$ cat src/rtl/dct_seq_pkg.sv
// Shared types and constants for the DCT MAC sequencer slice.
// Latency: n/a (declarations only).
// Backpressure: n/a.
package dct_seq_pkg;

  localparam int N_PTS       = 8;  // samples per vector, coefficients per vector
  localparam int IDX_W       = 3;  // width of u and k
  localparam int MAC_LAT_MAX = 3;  // deepest MAC pipeline the drain counter covers

  typedef enum logic [1:0] {
    IDLE  = 2'd0,
    MAC   = 2'd1,
    DRAIN = 2'd2,
    EMIT  = 2'd3
  } state_t;

endpackage

$ cat src/rtl/dct_mac_sequencer_if.sv
// Bundles the sequencer's input stream, MAC control bus and output stream.
// Latency: n/a (wires only).
// Backpressure: in_valid/in_ready and out_valid/out_ready handshakes.
// Ports (master = sequencer side):
//   in_valid/in_ready/in_data        vector input stream
//   mac_sample/mac_coef_row/col      MAC operands, mac_acc_en/mac_clr control
//   mac_result                       accumulator value back from the MAC
//   result_en                        one-cycle capture strobe for the result reg
//   out_valid/out_ready/out_data/out_idx/out_last  coefficient stream
//   busy                             sequencer not idle
interface dct_mac_sequencer_if
  import dct_seq_pkg::*;
#(
  parameter int DATA_W = 8,
  parameter int ACC_W  = 25,
  parameter int N      = 8
);

  logic                     in_valid;
  logic                     in_ready;
  logic [N*DATA_W-1:0]      in_data;
  logic signed [DATA_W-1:0] mac_sample;
  logic [IDX_W-1:0]         mac_coef_row;
  logic [IDX_W-1:0]         mac_coef_col;
  logic                     mac_acc_en;
  logic                     mac_clr;
  logic signed [ACC_W-1:0]  mac_result;
  logic                     result_en;
  logic                     out_valid;
  logic                     out_ready;
  logic signed [ACC_W-1:0]  out_data;
  logic [IDX_W-1:0]         out_idx;
  logic                     out_last;
  logic                     busy;

  modport master (
    input  in_valid, in_data, mac_result, out_ready,
    output in_ready, mac_sample, mac_coef_row, mac_coef_col, mac_acc_en,
           mac_clr, result_en, out_valid, out_data, out_idx, out_last, busy
  );

  modport slave (
    output in_valid, in_data, mac_result, out_ready,
    input  in_ready, mac_sample, mac_coef_row, mac_coef_col, mac_acc_en,
           mac_clr, result_en, out_valid, out_data, out_idx, out_last, busy
  );

endinterface

$ cat src/rtl/dct_sample_buf.sv
// N x DATA_W sample register file: parallel load, single indexed read.
// Latency: load visible the cycle after the strobe; read is combinational.
// Backpressure: none; caller strobes load only when it owns the buffer.
// Ports: clk, rst (async, active-high), load, load_data (sample k at
//        [k*DATA_W +: DATA_W]), rd_idx, rd_data.
module dct_sample_buf
  import dct_seq_pkg::*;
#(
  parameter int DATA_W = 8,
  parameter int N      = 8
) (
  input  logic                     clk,
  input  logic                     rst,
  input  logic                     load,
  input  logic [N*DATA_W-1:0]      load_data,
  input  logic [IDX_W-1:0]         rd_idx,
  output logic signed [DATA_W-1:0] rd_data
);

  logic signed [DATA_W-1:0] mem [N];

  always_ff @(posedge clk or posedge rst) begin
    if (rst) begin
      for (int i = 0; i < N; i++) mem[i] <= '0;
    end else if (load) begin
      for (int i = 0; i < N; i++) mem[i] <= load_data[i*DATA_W +: DATA_W];
    end
  end

  assign rd_data = mem[rd_idx];

endmodule

$ cat src/rtl/dct_mac_sequencer.sv
// Sequences one 8-sample vector through the shared MAC: 8 MAC cycles per
// coefficient u, a MAC_LAT+1 cycle drain, then one registered output beat.
// Latency: first coefficient valid 10+MAC_LAT cycles after input handshake.
// Backpressure: stalls only in EMIT (no MAC activity); in_ready only in IDLE.
// Ports: clk, rst (async, active-high), bus (dct_mac_sequencer_if.master).
module dct_mac_sequencer
  import dct_seq_pkg::*;
#(
  parameter int DATA_W  = 8,
  parameter int ACC_W   = 25,
  parameter int N       = 8,
  parameter int MAC_LAT = 1   // 0..MAC_LAT_MAX
) (
  input  logic clk,
  input  logic rst,
  dct_mac_sequencer_if.master bus
);

  localparam int                DRN_W      = $clog2(MAC_LAT_MAX + 1);
  localparam logic [DRN_W-1:0]  DRAIN_INIT = DRN_W'(MAC_LAT);
  localparam logic [IDX_W-1:0]  LAST_IDX   = IDX_W'(N_PTS - 1);

  state_t                   state, state_nxt;
  logic [IDX_W-1:0]         u, u_nxt;
  logic [IDX_W-1:0]         k, k_nxt;
  logic [DRN_W-1:0]         drain_cnt, drain_nxt;
  logic                     buf_load;
  logic                     out_load;
  logic                     out_drop;
  logic signed [DATA_W-1:0] buf_rd;

  logic                     out_valid_q;
  logic signed [ACC_W-1:0]  out_data_q;
  logic [IDX_W-1:0]         out_idx_q;
  logic                     out_last_q;

  dct_sample_buf #(
    .DATA_W (DATA_W),
    .N      (N)
  ) u_sample_buf (
    .clk       (clk),
    .rst       (rst),
    .load      (buf_load),
    .load_data (bus.in_data),
    .rd_idx    (k),
    .rd_data   (buf_rd)
  );

  always_ff @(posedge clk or posedge rst) begin
    if (rst) state <= IDLE;
    else     state <= state_nxt;
  end

  always_ff @(posedge clk or posedge rst) begin
    if (rst) begin
      u         <= '0;
      k         <= '0;
      drain_cnt <= '0;
    end else begin
      u         <= u_nxt;
      k         <= k_nxt;
      drain_cnt <= drain_nxt;
    end
  end

  always_comb begin
    state_nxt      = state;
    u_nxt          = u;
    k_nxt          = k;
    drain_nxt      = drain_cnt;
    buf_load       = 1'b0;
    out_load       = 1'b0;
    out_drop       = 1'b0;
    bus.in_ready   = 1'b0;
    bus.busy       = 1'b1;
    bus.mac_acc_en = 1'b0;
    bus.mac_clr    = 1'b0;
    bus.result_en  = 1'b0;

    case (state)
      IDLE: begin
        bus.in_ready = 1'b1;
        bus.busy     = 1'b0;
        if (bus.in_valid) begin
          buf_load  = 1'b1;
          u_nxt     = '0;
          k_nxt     = '0;
          state_nxt = MAC;
        end
      end

      MAC: begin
        bus.mac_acc_en = 1'b1;
        // First product of each coefficient reloads the accumulator, so
        // nothing carries over between coefficients or vectors.
        bus.mac_clr    = (k == '0);
        if (k == LAST_IDX) begin
          // k stays at 7 so the mac_* buses hold through DRAIN/EMIT.
          drain_nxt = DRAIN_INIT;
          state_nxt = DRAIN;
        end else begin
          k_nxt = k + IDX_W'(1);
        end
      end

      DRAIN: begin
        if (drain_cnt == '0) begin
          bus.result_en = 1'b1;
          out_load      = 1'b1;
          state_nxt     = EMIT;
        end else begin
          drain_nxt = drain_cnt - DRN_W'(1);
        end
      end

      EMIT: begin
        // out_valid is registered high for the whole of EMIT.
        if (bus.out_ready) begin
          out_drop = 1'b1;
          if (u == LAST_IDX) begin
            state_nxt = IDLE;
          end else begin
            u_nxt     = u + IDX_W'(1);
            k_nxt     = '0;
            state_nxt = MAC;
          end
        end
      end

      default: state_nxt = IDLE;
    endcase
  end

  always_ff @(posedge clk or posedge rst) begin
    if (rst) begin
      out_valid_q <= 1'b0;
      out_data_q  <= '0;
      out_idx_q   <= '0;
      out_last_q  <= 1'b0;
    end else if (out_load) begin
      out_valid_q <= 1'b1;
      out_data_q  <= bus.mac_result;
      out_idx_q   <= u;
      out_last_q  <= (u == LAST_IDX);
    end else if (out_drop) begin
      out_valid_q <= 1'b0;
    end
  end

  assign bus.mac_sample   = buf_rd;
  assign bus.mac_coef_row = u;
  assign bus.mac_coef_col = k;
  assign bus.out_valid    = out_valid_q;
  assign bus.out_data     = out_data_q;
  assign bus.out_idx      = out_idx_q;
  assign bus.out_last     = out_last_q;

endmodule

$ cat src/flat_wrapper.sv
// flat-port wrapper written by rule: the top's interface ports become plain ports
module dct_mac_sequencer_flat import dct_seq_pkg::*;
#(
  parameter int DATA_W  = 8,
  parameter int ACC_W   = 25,
  parameter int N       = 8,
  parameter int MAC_LAT = 1                    
)
  (clk, rst, bus_in_valid, bus_in_data, bus_mac_result, bus_out_ready, bus_in_ready, bus_mac_sample, bus_mac_coef_row, bus_mac_coef_col, bus_mac_acc_en, bus_mac_clr, bus_result_en, bus_out_valid, bus_out_data, bus_out_idx, bus_out_last, bus_busy);
  dct_mac_sequencer_if #(.DATA_W(DATA_W), .ACC_W(ACC_W), .N(N)) bus_i ();
  input  logic clk;
  input  logic rst;
  input wire logic [$bits(bus_i.in_valid)-1:0] bus_in_valid;
  input wire logic [$bits(bus_i.in_data)-1:0] bus_in_data;
  input wire logic [$bits(bus_i.mac_result)-1:0] bus_mac_result;
  input wire logic [$bits(bus_i.out_ready)-1:0] bus_out_ready;
  output wire logic [$bits(bus_i.in_ready)-1:0] bus_in_ready;
  output wire logic [$bits(bus_i.mac_sample)-1:0] bus_mac_sample;
  output wire logic [$bits(bus_i.mac_coef_row)-1:0] bus_mac_coef_row;
  output wire logic [$bits(bus_i.mac_coef_col)-1:0] bus_mac_coef_col;
  output wire logic [$bits(bus_i.mac_acc_en)-1:0] bus_mac_acc_en;
  output wire logic [$bits(bus_i.mac_clr)-1:0] bus_mac_clr;
  output wire logic [$bits(bus_i.result_en)-1:0] bus_result_en;
  output wire logic [$bits(bus_i.out_valid)-1:0] bus_out_valid;
  output wire logic [$bits(bus_i.out_data)-1:0] bus_out_data;
  output wire logic [$bits(bus_i.out_idx)-1:0] bus_out_idx;
  output wire logic [$bits(bus_i.out_last)-1:0] bus_out_last;
  output wire logic [$bits(bus_i.busy)-1:0] bus_busy;
  assign bus_i.in_valid = bus_in_valid;
  assign bus_i.in_data = bus_in_data;
  assign bus_i.mac_result = bus_mac_result;
  assign bus_i.out_ready = bus_out_ready;
  assign bus_in_ready = bus_i.in_ready;
  assign bus_mac_sample = bus_i.mac_sample;
  assign bus_mac_coef_row = bus_i.mac_coef_row;
  assign bus_mac_coef_col = bus_i.mac_coef_col;
  assign bus_mac_acc_en = bus_i.mac_acc_en;
  assign bus_mac_clr = bus_i.mac_clr;
  assign bus_result_en = bus_i.result_en;
  assign bus_out_valid = bus_i.out_valid;
  assign bus_out_data = bus_i.out_data;
  assign bus_out_idx = bus_i.out_idx;
  assign bus_out_last = bus_i.out_last;
  assign bus_busy = bus_i.busy;
  dct_mac_sequencer #(.DATA_W(DATA_W), .ACC_W(ACC_W), .N(N), .MAC_LAT(MAC_LAT)) u_core (.clk(clk), .rst(rst), .bus(bus_i));
endmodule
$ cat config.mk
export PLATFORM = sky130hd
export DESIGN_NAME = dct_mac_sequencer_flat
export DESIGN_NICKNAME = d
export VERILOG_FILES = /design/src/rtl/dct_seq_pkg.sv /design/src/rtl/dct_mac_sequencer_if.sv /design/src/rtl/dct_sample_buf.sv /design/src/rtl/dct_mac_sequencer.sv /design/src/flat_wrapper.sv
export SDC_FILE = /design/constraint.sdc
export NUM_CORES = 1
export LEC_CHECK = 0
export CORE_ASPECT_RATIO = 1.25
export CORE_UTILIZATION = 47
export CTS_CLUSTER_SIZE = 16
export DETAILED_ROUTE_END_ITERATION = 6
export GPL_ROUTABILITY_DRIVEN = 0
export PLACE_DENSITY = 0.92
export SLEW_MARGIN = 20
export SYNTH_ARGS = -nofsm -noshare
export SYNTH_HDL_FRONTEND = slang
export SYNTH_SLANG_ARGS = --single-unit
$ cat constraint.sdc
create_clock -name clk -period 3.4 [get_ports clk]
set_input_delay 0.34 -clock clk [delete_from_list [all_inputs] [get_ports clk]]
set_output_delay 0.34 -clock clk [all_outputs]
set_load 0.02 [all_outputs]
* Word level (Yosys, flattened, before mapping) *
Cells that the tools add are included.

word-level totals
  register bits after elaboration = 104
  logic and storage cells = 76

cells by class
  add/subtract/negate cells = 3
  order comparisons = 1
  eq/ne operators = 12
  muxes and demuxes = 32
  bitwise gates (word level) = 1
  reduce and logical (&&, ||, !) cells = 11

operators with widths
  operator                                          number
  binary-select mux 8 bit (select 3 bit)            1
  2-to-1 mux 3 bit                                  6
  2-to-1 mux 8 bit                                  2
  2-to-1 mux 1 bit                                  13
  2-to-1 mux 2 bit                                  6
  != test 2 bit, second input constant              5
  one-hot mux 3 bit (3 select lines)                1
  one-hot mux 2 bit (4 select lines)                1
  AND reduction 4 bit                               2
  adder 3 x 1 -> 3 bit, second input constant       2
  == test 3 bit, second input constant              2
  one-hot mux 3 bit (2 select lines)                1
  nonzero test 2 bit                                3
  AND reduction 5 bit                               1
  == test 2 bit, second input constant              2
  >= comparator 4 bit, second input constant        1
  logical NOT 2 bit                                 2
  != test 2 x 1 -> 1 bit, second input constant     2
  NOT 3 -> 4 bit                                    1
  one-hot mux 2 bit (2 select lines)                1
  logical NOT 3 bit                                 1
  AND reduction 3 bit                               1
  nonzero test 3 bit                                1
  == test 2 x 1 -> 1 bit, second input constant     1
  subtractor 2 x 1 -> 2 bit, second input constant  1

* Logic depth before layout (Yosys ltp) *
Gate-level depths: netlist of the first run.

  depth after elaboration = 4
  gate-level depth with buffers = 7
  depth with buffers taken out = 6

* Hierarchy *
Synthesis of the first run repeated with hierarchy kept, for this count alone.

unflattened totals
  cells, all modules = 306
  area, all modules = 4803.4 µm²

modules (own cells, without submodules)
  module             times used  cells each  area an instance (µm²)
  dct_sample_buf     1           165         2922.8
  dct_mac_sequencer  1           141         1880.6

* Worst setup path before layout of the first run *
Ideal clock, no wire load.

  kind = register -> register
  start = reg u_core.u[0] (netlist: u_core.bus.mac_coef_row[0])
  end = reg u_core.k[0] (netlist: u_core.bus.mac_coef_col[0])
  setup time = 0.125 ns
  arrival = 1.798 ns
  setup slack = 1.477 ns
  stages on the path, launching flop included = 8
  buffers on the path = 1
  period minus slack after synthesis = 1.923 ns
  path through = dfrtp_1 ha_1 ha_1 clkbuf_1 nand2b_1 a221oi_1 nand2_1 mux2_2

on the way
  cells in the longest elaborated chain, start to end = 3

ends and longest elaborated chain
  element                               line                      source
  start: declaration                    dct_mac_sequencer.sv:24   logic [IDX_W-1:0] u, u_nxt;
  start signal: assignment              dct_mac_sequencer.sv:60   u <= u_nxt;
  == test 3 bit                         dct_mac_sequencer.sv:120  if (u == LAST_IDX) begin
  != test 2 bit (no source line)        --
  AND reduction 5 bit (no source line)  --
  end signal: assignment                dct_mac_sequencer.sv:61   k <= k_nxt;
  end: declaration                      dct_mac_sequencer.sv:25   logic [IDX_W-1:0] k, k_nxt;

No other way between the ends.
A chain may end at the register's enable or synchronous reset.

* Worst setup path after layout of the first run *
  start = reg u_core.k[0] (netlist: u_core.bus.mac_coef_col[0])
  end = out bus_mac_sample[1]

on the way
  cells in the longest elaborated chain, start to end = 4

ends and longest elaborated chain
  element                                              line                  source
  NOT 3 -> 4 bit (not written as such)                 dct_sample_buf.sv:30  assign rd_data = mem[rd_idx];
  binary-select mux 8 bit (select 3 bit)               dct_sample_buf.sv:30
  2-to-1 mux 8 bit (not written as such) (2 in a row)  dct_sample_buf.sv:30
  end: declaration                                     flat_wrapper.sv:18    output wire logic [$bits(bus_i.mac_sample)-1:0] bus_mac_sample;

No other way between the ends. The select of a mux whose other input is x is not followed.

==> metrics.cfg, run 1 <==
[status]
status = complete, no violations

[critical_path]
crit_buf_inv = 2
cpPeakStageDelay_ns = 0.59
slowest_stage = mux4_1
path_delay_family = buffers and inverters
crit_fanout = 18
crit_cells = 4
required_ns = 3.06
r2r_start = u_core.state[0]$_DFFE_PP0P_
critPathLaunch = u_core.bus.mac_coef_col[0]$_DFFE_PP0P_
crit_path_start_kind = register
crit_chain = buf_4 > mux4_1 > mux2_4 > clkdlybuf4s50_1
end_kind = primary output
worstPathArrival_ns = 2.43
crit_type = reg2out
r2r_slack_ns = 1.22
r2r_cells = 5
crit_path_end = bus_mac_sample[1]
rr_endpoint = u_core.u_sample_buf.mem[16]$_DFFE_PP0P_

[sta]
finalSetupViolCount = 0
max_slew_margin_pct = 55.9
grt_setup_unrepaired = no
clock.fmax_mhz = 362
final-max-slew-violation-count = 0
finalHoldViolCount = 0
fin_crit_sh_pct = 81.3
fin_skew_ns = 0.00545
fin_crit_ns = 2.77
tightest_slew_ns = 0.662
tns_ns = 0

[clocking]
ctsResizeCount = 0
clock_latency_ns = 0.34
cts_tree = built
cts_setup_buffers = 0
clock_path_buffers = 2
path_clk_slew_ns = 0.07
cts_buffers = 9
cts_hold_buf = 0
root_buffer = clkbuf_16
htree_levels = 3
clock-sinks = 104

[yosys]
synth.distinct_cells = 24
synth_top_area_cell = dfrtp_1
synthXorXnorAreaFrac_pct = 0
synth_top_area_share_pct = 55.2
yosys_warnings = 0
syn-num-nets = 411
synth_ff_type = dfrtp_1
synth_edf_count = 0
syn_avg_cell_area_um2 = 15.4
yosys.area_share.simple_pct = 2.79
synthMuxAreaShare_pct = 33.7
synthTopCellsByArea = dfrtp_1 55%, mux2_2 23%, mux4_1 5.0%
synth.most_common_cell = dfrtp_1
ys_ff_latch = 104
synth_area_um2 = 4720
synth_fa_ha_area_share_pct = 2.92
syn-instance-count = 307
synth-compound-area-share_pct = 2.57
synth_top_family_by_area = multiplexers
synth-async-reset-ratio_pct = 100
synth_top_cells_by_count = 104 x dfrtp_1, 98 x mux2_2, 13 x nand2_1
synth-seq-area-share_pct = 55.2

[place]
portBuffers = 141
hpwl_mm = 8.23
dp.cells = 566

[global_routing]
grt_use_total_pct = 21.4
grt_max_degree = 55
antenna_found_initial = 0
overflow = 0
grt_pass1_wl_mm = 16.6
grt_pass1_vias = 3401

[die]
core_area_um2 = 9660
die_area_um2 = 10400
dieWidth_um = 91.6
ios = 142
die_height_um = 114
start_util_pct = 48.8
std_cell_rows = 40

[power]
switching_share_pct = 32.3
p_sw_uw = 2000
powerDensity_nw_per_um2 = 942
pwr-share-seq_pct = 36.3
intPower_uw = 4190
clkPwrFrac_pct = 18.3
p_comb_share_pct = 45.4
ir_drop_uv = 600
p_leak_uw = 0.00281

[layout]
diodes = 0
fin_nets = 555
area_growth_pct = 39.6
final_cells = 582
layout-drive-gt1-share_pct = 29.6

[drt]
routed_via_density = 5.29
wl_mm = 10.5
ant_nets = 0
route.detailed.drc = 0
drtIter0Drc = 88
wire_per_inst_um = 18.0
detail_route.first_pass.iterations = 4
num_vias = 3078

[hold_path]
hold_class = in2async

[job]
drv_cap = 0

final cells by class:
| type | count | area, um2 |
|---|---|---|
| clock inverters | 2 | 60.1 |
| flip-flops and latches | 104 | 2600 |
| inverters | 11 | 43.8 |
| fillers | 660 | 3080 |
| repair buffers | 148 | 1460 |
| multi-input cells | 177 | 1980 |
| clock buffers | 14 | 274 |
| well taps | 126 | 158 |
routing by layer:
| layer | wire length, um | share of wire, % | GRT usage, % |
|---|---|---|---|
| met1 | 3510 | 33 | 21.1 |
| met5 | 0 | 0 | 0 |
| met2 | 5850 | 56 | 40.8 |
| met4 | 277 | 2.6 | 9.52 |
| met3 | 858 | 8.2 | 6.67 |
state kept, by name (all words and copies together), names as in the netlist:
signal                   count
u_core.bus.mac_coef_col      3
u_core.bus.mac_coef_row      3
u_core.bus.out_data         25
u_core.bus.out_idx           3
u_core.bus.out_last          1
u_core.bus.out_valid         1
u_core.drain_cnt             2
u_core.state                 2
u_core.u_sample_buf.mem     64
cell usage in the layout, fill, tap and decap left out:
cell / Yosys / final
clkdlybuf4s50_1: 0 / 141
dfrtp_1: 104 / 104
mux2_2: 98 / 98
nand2_1: 13 / 12
ha_1: 11 / 11
inv_1: 11 / 10
mux4_1: 9 / 9
clkbuf_16: 0 / 9
mux4_2: 7 / 7
nor2_1: 7 / 7
buf_4: 0 / 7
nand2b_1: 6 / 6
mux2_4: 6 / 6
o21ai_0: 5 / 5
a22o_1: 5 / 5
o31ai_1: 3 / 3
clkbuf_8: 0 / 3
bufinv_16: 0 / 2
clkbuf_1: 2 / 2
nand2_2: 0 / 1
or2_2: 1 / 1
a21o_1: 1 / 1
inv_4: 0 / 1
nor2b_1: 1 / 1
a21oi_1: 1 / 1
a221oi_1: 1 / 1
and2_1: 1 / 1
o2111ai_1: 1 / 1
how the worst min path moves through the flow:
stage                                            start                                 endpoint  depth (start not counted)  slack (ns)
2_1_floorplan  u_core.u_sample_buf.mem[10]$_DFFE_PP0P_  u_core.u_sample_buf.mem[10]$_DFFE_PP0P_                          1        0.47
3_3_place_gp          u_core.bus.out_valid$_DFFE_PP0P_         u_core.bus.out_valid$_DFFE_PP0P_                          2        0.47
3_5_place_dp   u_core.u_sample_buf.mem[47]$_DFFE_PP0P_  u_core.u_sample_buf.mem[47]$_DFFE_PP0P_                          1        0.49
4_1_cts                                            rst      u_core.bus.out_data[14]$_DFFE_PP0P_                          2        0.48
5_1_grt                                            rst      u_core.bus.out_data[14]$_DFFE_PP0P_                          2        0.50
6_report                                           rst      u_core.bus.out_data[14]$_DFFE_PP0P_                          2        0.44
metrics by stage:
| stage | worst slack [ns] | util [%] | power [uW] | instance area [um2] | hold WS, ns |
|---|---|---|---|---|---|
| 2_1_floorplan | 0.328 | - | 3980 | 4720 | 0.470 |
| 3_5_place_dp | 1.00 | 64.7 | 5110 | 6250 | 0.489 |
| 4_1_cts | 0.624 | 68.1 | 6260 | 6580 | 0.479 |
| 6_report | 0.635 | 68.1 | 6200 | 6580 | 0.443 |
| 3_3_place_gp | 1.05 | 64.7 | 4950 | 6250 | 0.466 |
| 5_1_grt | 0.522 | 68.1 | 6540 | 6580 | 0.501 |
kinds of logic after synthesis:
logic type | count (synthesis)
flops | 104
buf+inv | 26
simple gates | 29
mux | 120
fa+ha+maj | 11
compound gates | 17
power groups by stage:
stage	clock, uW	combinational [uW]	sequential [uW]
finish	1140	2810	2250
global route	1220	3010	2310
CTS	1170	2840	2250
detailed placement	0	2830	2280
global placement	0	2710	2240
floorplan	0	1650	2330
No activity file was read; power rests on OpenSTA's default activity.
==> run 2: changes to the inputs <==
Settings changed: CORE_UTILIZATION 47 to 43, PLACE_DENSITY 0.92 to 0.89.
Clock period 3.4 ns to 2.4 ns, I/O delays scaled along.
==> metrics.cfg, run 2 (synthesis gave the netlist of run 1 again) <==
[clocking]
cts_buffers = 9
htree_levels = 3
clock_latency_ns = 0.34
clock-sinks = 104
cts_tree = built
path_clk_slew_ns = 0.06
clock_path_buffers = 2
root_buffer = clkbuf_16

[status]
status = complete, no violations

[critical_path]
crit_path_start_kind = register
required_ns = 2.16
crit_type = reg2out
worstPathArrival_ns = 2.07
end_kind = primary output
crit_fanout = 8

[sta]
fin_skew_ns = 0.00472
fin_crit_ns = 2.31
final-max-slew-violation-count = 0
max_slew_margin_pct = 58.7
tightest_slew_ns = 0.620
finalHoldViolCount = 0
tns_ns = 0
grt_setup_unrepaired = no
clock.fmax_mhz = 433
fin_crit_sh_pct = 96.3
finalSetupViolCount = 0

[layout]
mostFrequentLayoutCells = 133 x clkdlybuf4s50_1, 103 x dfrtp_1, 98 x mux2_2, 12 x nand2_1
fin_nets = 557
fill_cells = 812
largest_reg_flops = 64
area_growth_pct = 39.4
multi_input_area_um2 = 1980
diodes = 0
final_common_cell = clkdlybuf4s50_1
regMostFlops = u_core.u_sample_buf.mem
layout-drive-gt1-share_pct = 29.8
area.sequential_um2 = 2600

[power]
p_comb_share_pct = 46.6
switching_share_pct = 33.0
intPower_uw = 5660
p_leak_uw = 0.00281
powerDensity_nw_per_um2 = 1290
power_uw = 8450
ir_drop_uv = 711
pwr-share-seq_pct = 37.6
clkPwrFrac_pct = 15.9
p_sw_uw = 2790

[drt]
num_vias = 3056
ant_nets = 0
drtIter0Drc = 115
routed_via_density = 5.19
wl_mm = 10.3
route.detailed.drc = 0
wire_per_inst_um = 17.5
detail_route.first_pass.iterations = 6

[die]
ios = 142
die_area_um2 = 11400
die_height_um = 119
start_util_pct = 44.4
dieWidth_um = 95.7
core_area_um2 = 10600
std_cell_rows = 42

[hold_path]
hold_class = in2async

[place]
portBuffers = 141
hpwl_mm = 7.96

[global_routing]
antenna_found_initial = 0
grt_pass1_wl_mm = 15.9
grt_use_total_pct = 19.1
grt_pass1_vias = 3274
overflow = 0
grt_max_degree = 72

[job]
drv_cap = 0

run 2: changes by cell type in the layout (fill, tap and decap cells not counted), moves of 2 or more:
| cell | change |
|---|---|
| clkdlybuf4s50_1 | -8 |
| dlygate4sd2_1 | +8 |
| buf_12 | +3 |
| buf_4 | -2 |
| bufinv_16 | -2 |
| clkbuf_1 | +2 |
run 2: path summary, 6_finish.rpt:
path                            cells past startpoint                                    from                                 endpoint  slack (ns)
worst min register to register                      2        u_core.bus.out_valid$_DFFE_PP0P_         u_core.bus.out_valid$_DFFE_PP0P_        0.50
min in group clk                                    2        u_core.bus.out_valid$_DFFE_PP0P_         u_core.bus.out_valid$_DFFE_PP0P_        0.50
worst min-delay path                                3                                     rst  u_core.u_sample_buf.mem[20]$_DFFE_PP0P_        0.36
worst max-delay path                                4  u_core.bus.mac_coef_col[0]$_DFFE_PP0P_                        bus_mac_sample[4]        0.09
worst max register to register                      6  u_core.bus.mac_coef_row[0]$_DFFE_PP0P_   u_core.bus.mac_coef_col[0]$_DFFE_PP0P_        0.39
max in group asynchronous                           3                                     rst      u_core.bus.out_data[18]$_DFFE_PP0P_        1.72
run 2: power by group through the flow:
stage	Clock (uW)	Sequential, uW	Combinational, uW
after floorplan	0	3300	2340
after global placement	0	3160	3910
after detailed placement	0	3220	4050
after CTS	1390	3190	3980
after global routing	1460	3270	4230
final	1340	3180	3940
run 2: metal layers:
metal	global-route usage (%)	vias up	routed length, um
met5	0	-	0
li1	-	1396	-
met2	35.6	109	5790
met1	19.5	1537	3610
met4	5.69	0	194
met3	6.64	14	682
run 2: per-stage QoR:
step	util [%]	area, um2	hold WS [ns]	cells	setup slack (ns)
floorplan	-	4720	0.391	307	0.477
global placement	59.4	6310	0.465	574	0.226
detailed placement	59.4	6310	0.487	574	0.213
CTS	61.9	6570	0.369	589	0.0392
global route	61.9	6580	0.382	589	0.0162
finish	61.9	6580	0.364	589	0.0880
run 2: cell type report:
cell class / instances / area share, %
repair buffers: 150 / 23.0
inverters: 11 / 0.685
clock buffers: 15 / 4.07
well taps: 132 / 2.51
flip-flops and latches: 104 / 39.6
multi-input cells: 177 / 30.2
run 2: repair_timing:
action	4_1_cts	5_1_grt
endpoints found under the setup margin	8	2
setup buffers	0	0
resized for setup	9	2
pin swaps	0	0
hold buffers	0	0
run 2: worst max-delay path, stage by stage, from the launching register on:
cell	delay, ns
dfrtp_1	0.40
buf_6	0.16
mux4_1	0.56
mux2_4	0.29
dlygate4sd2_1	0.33
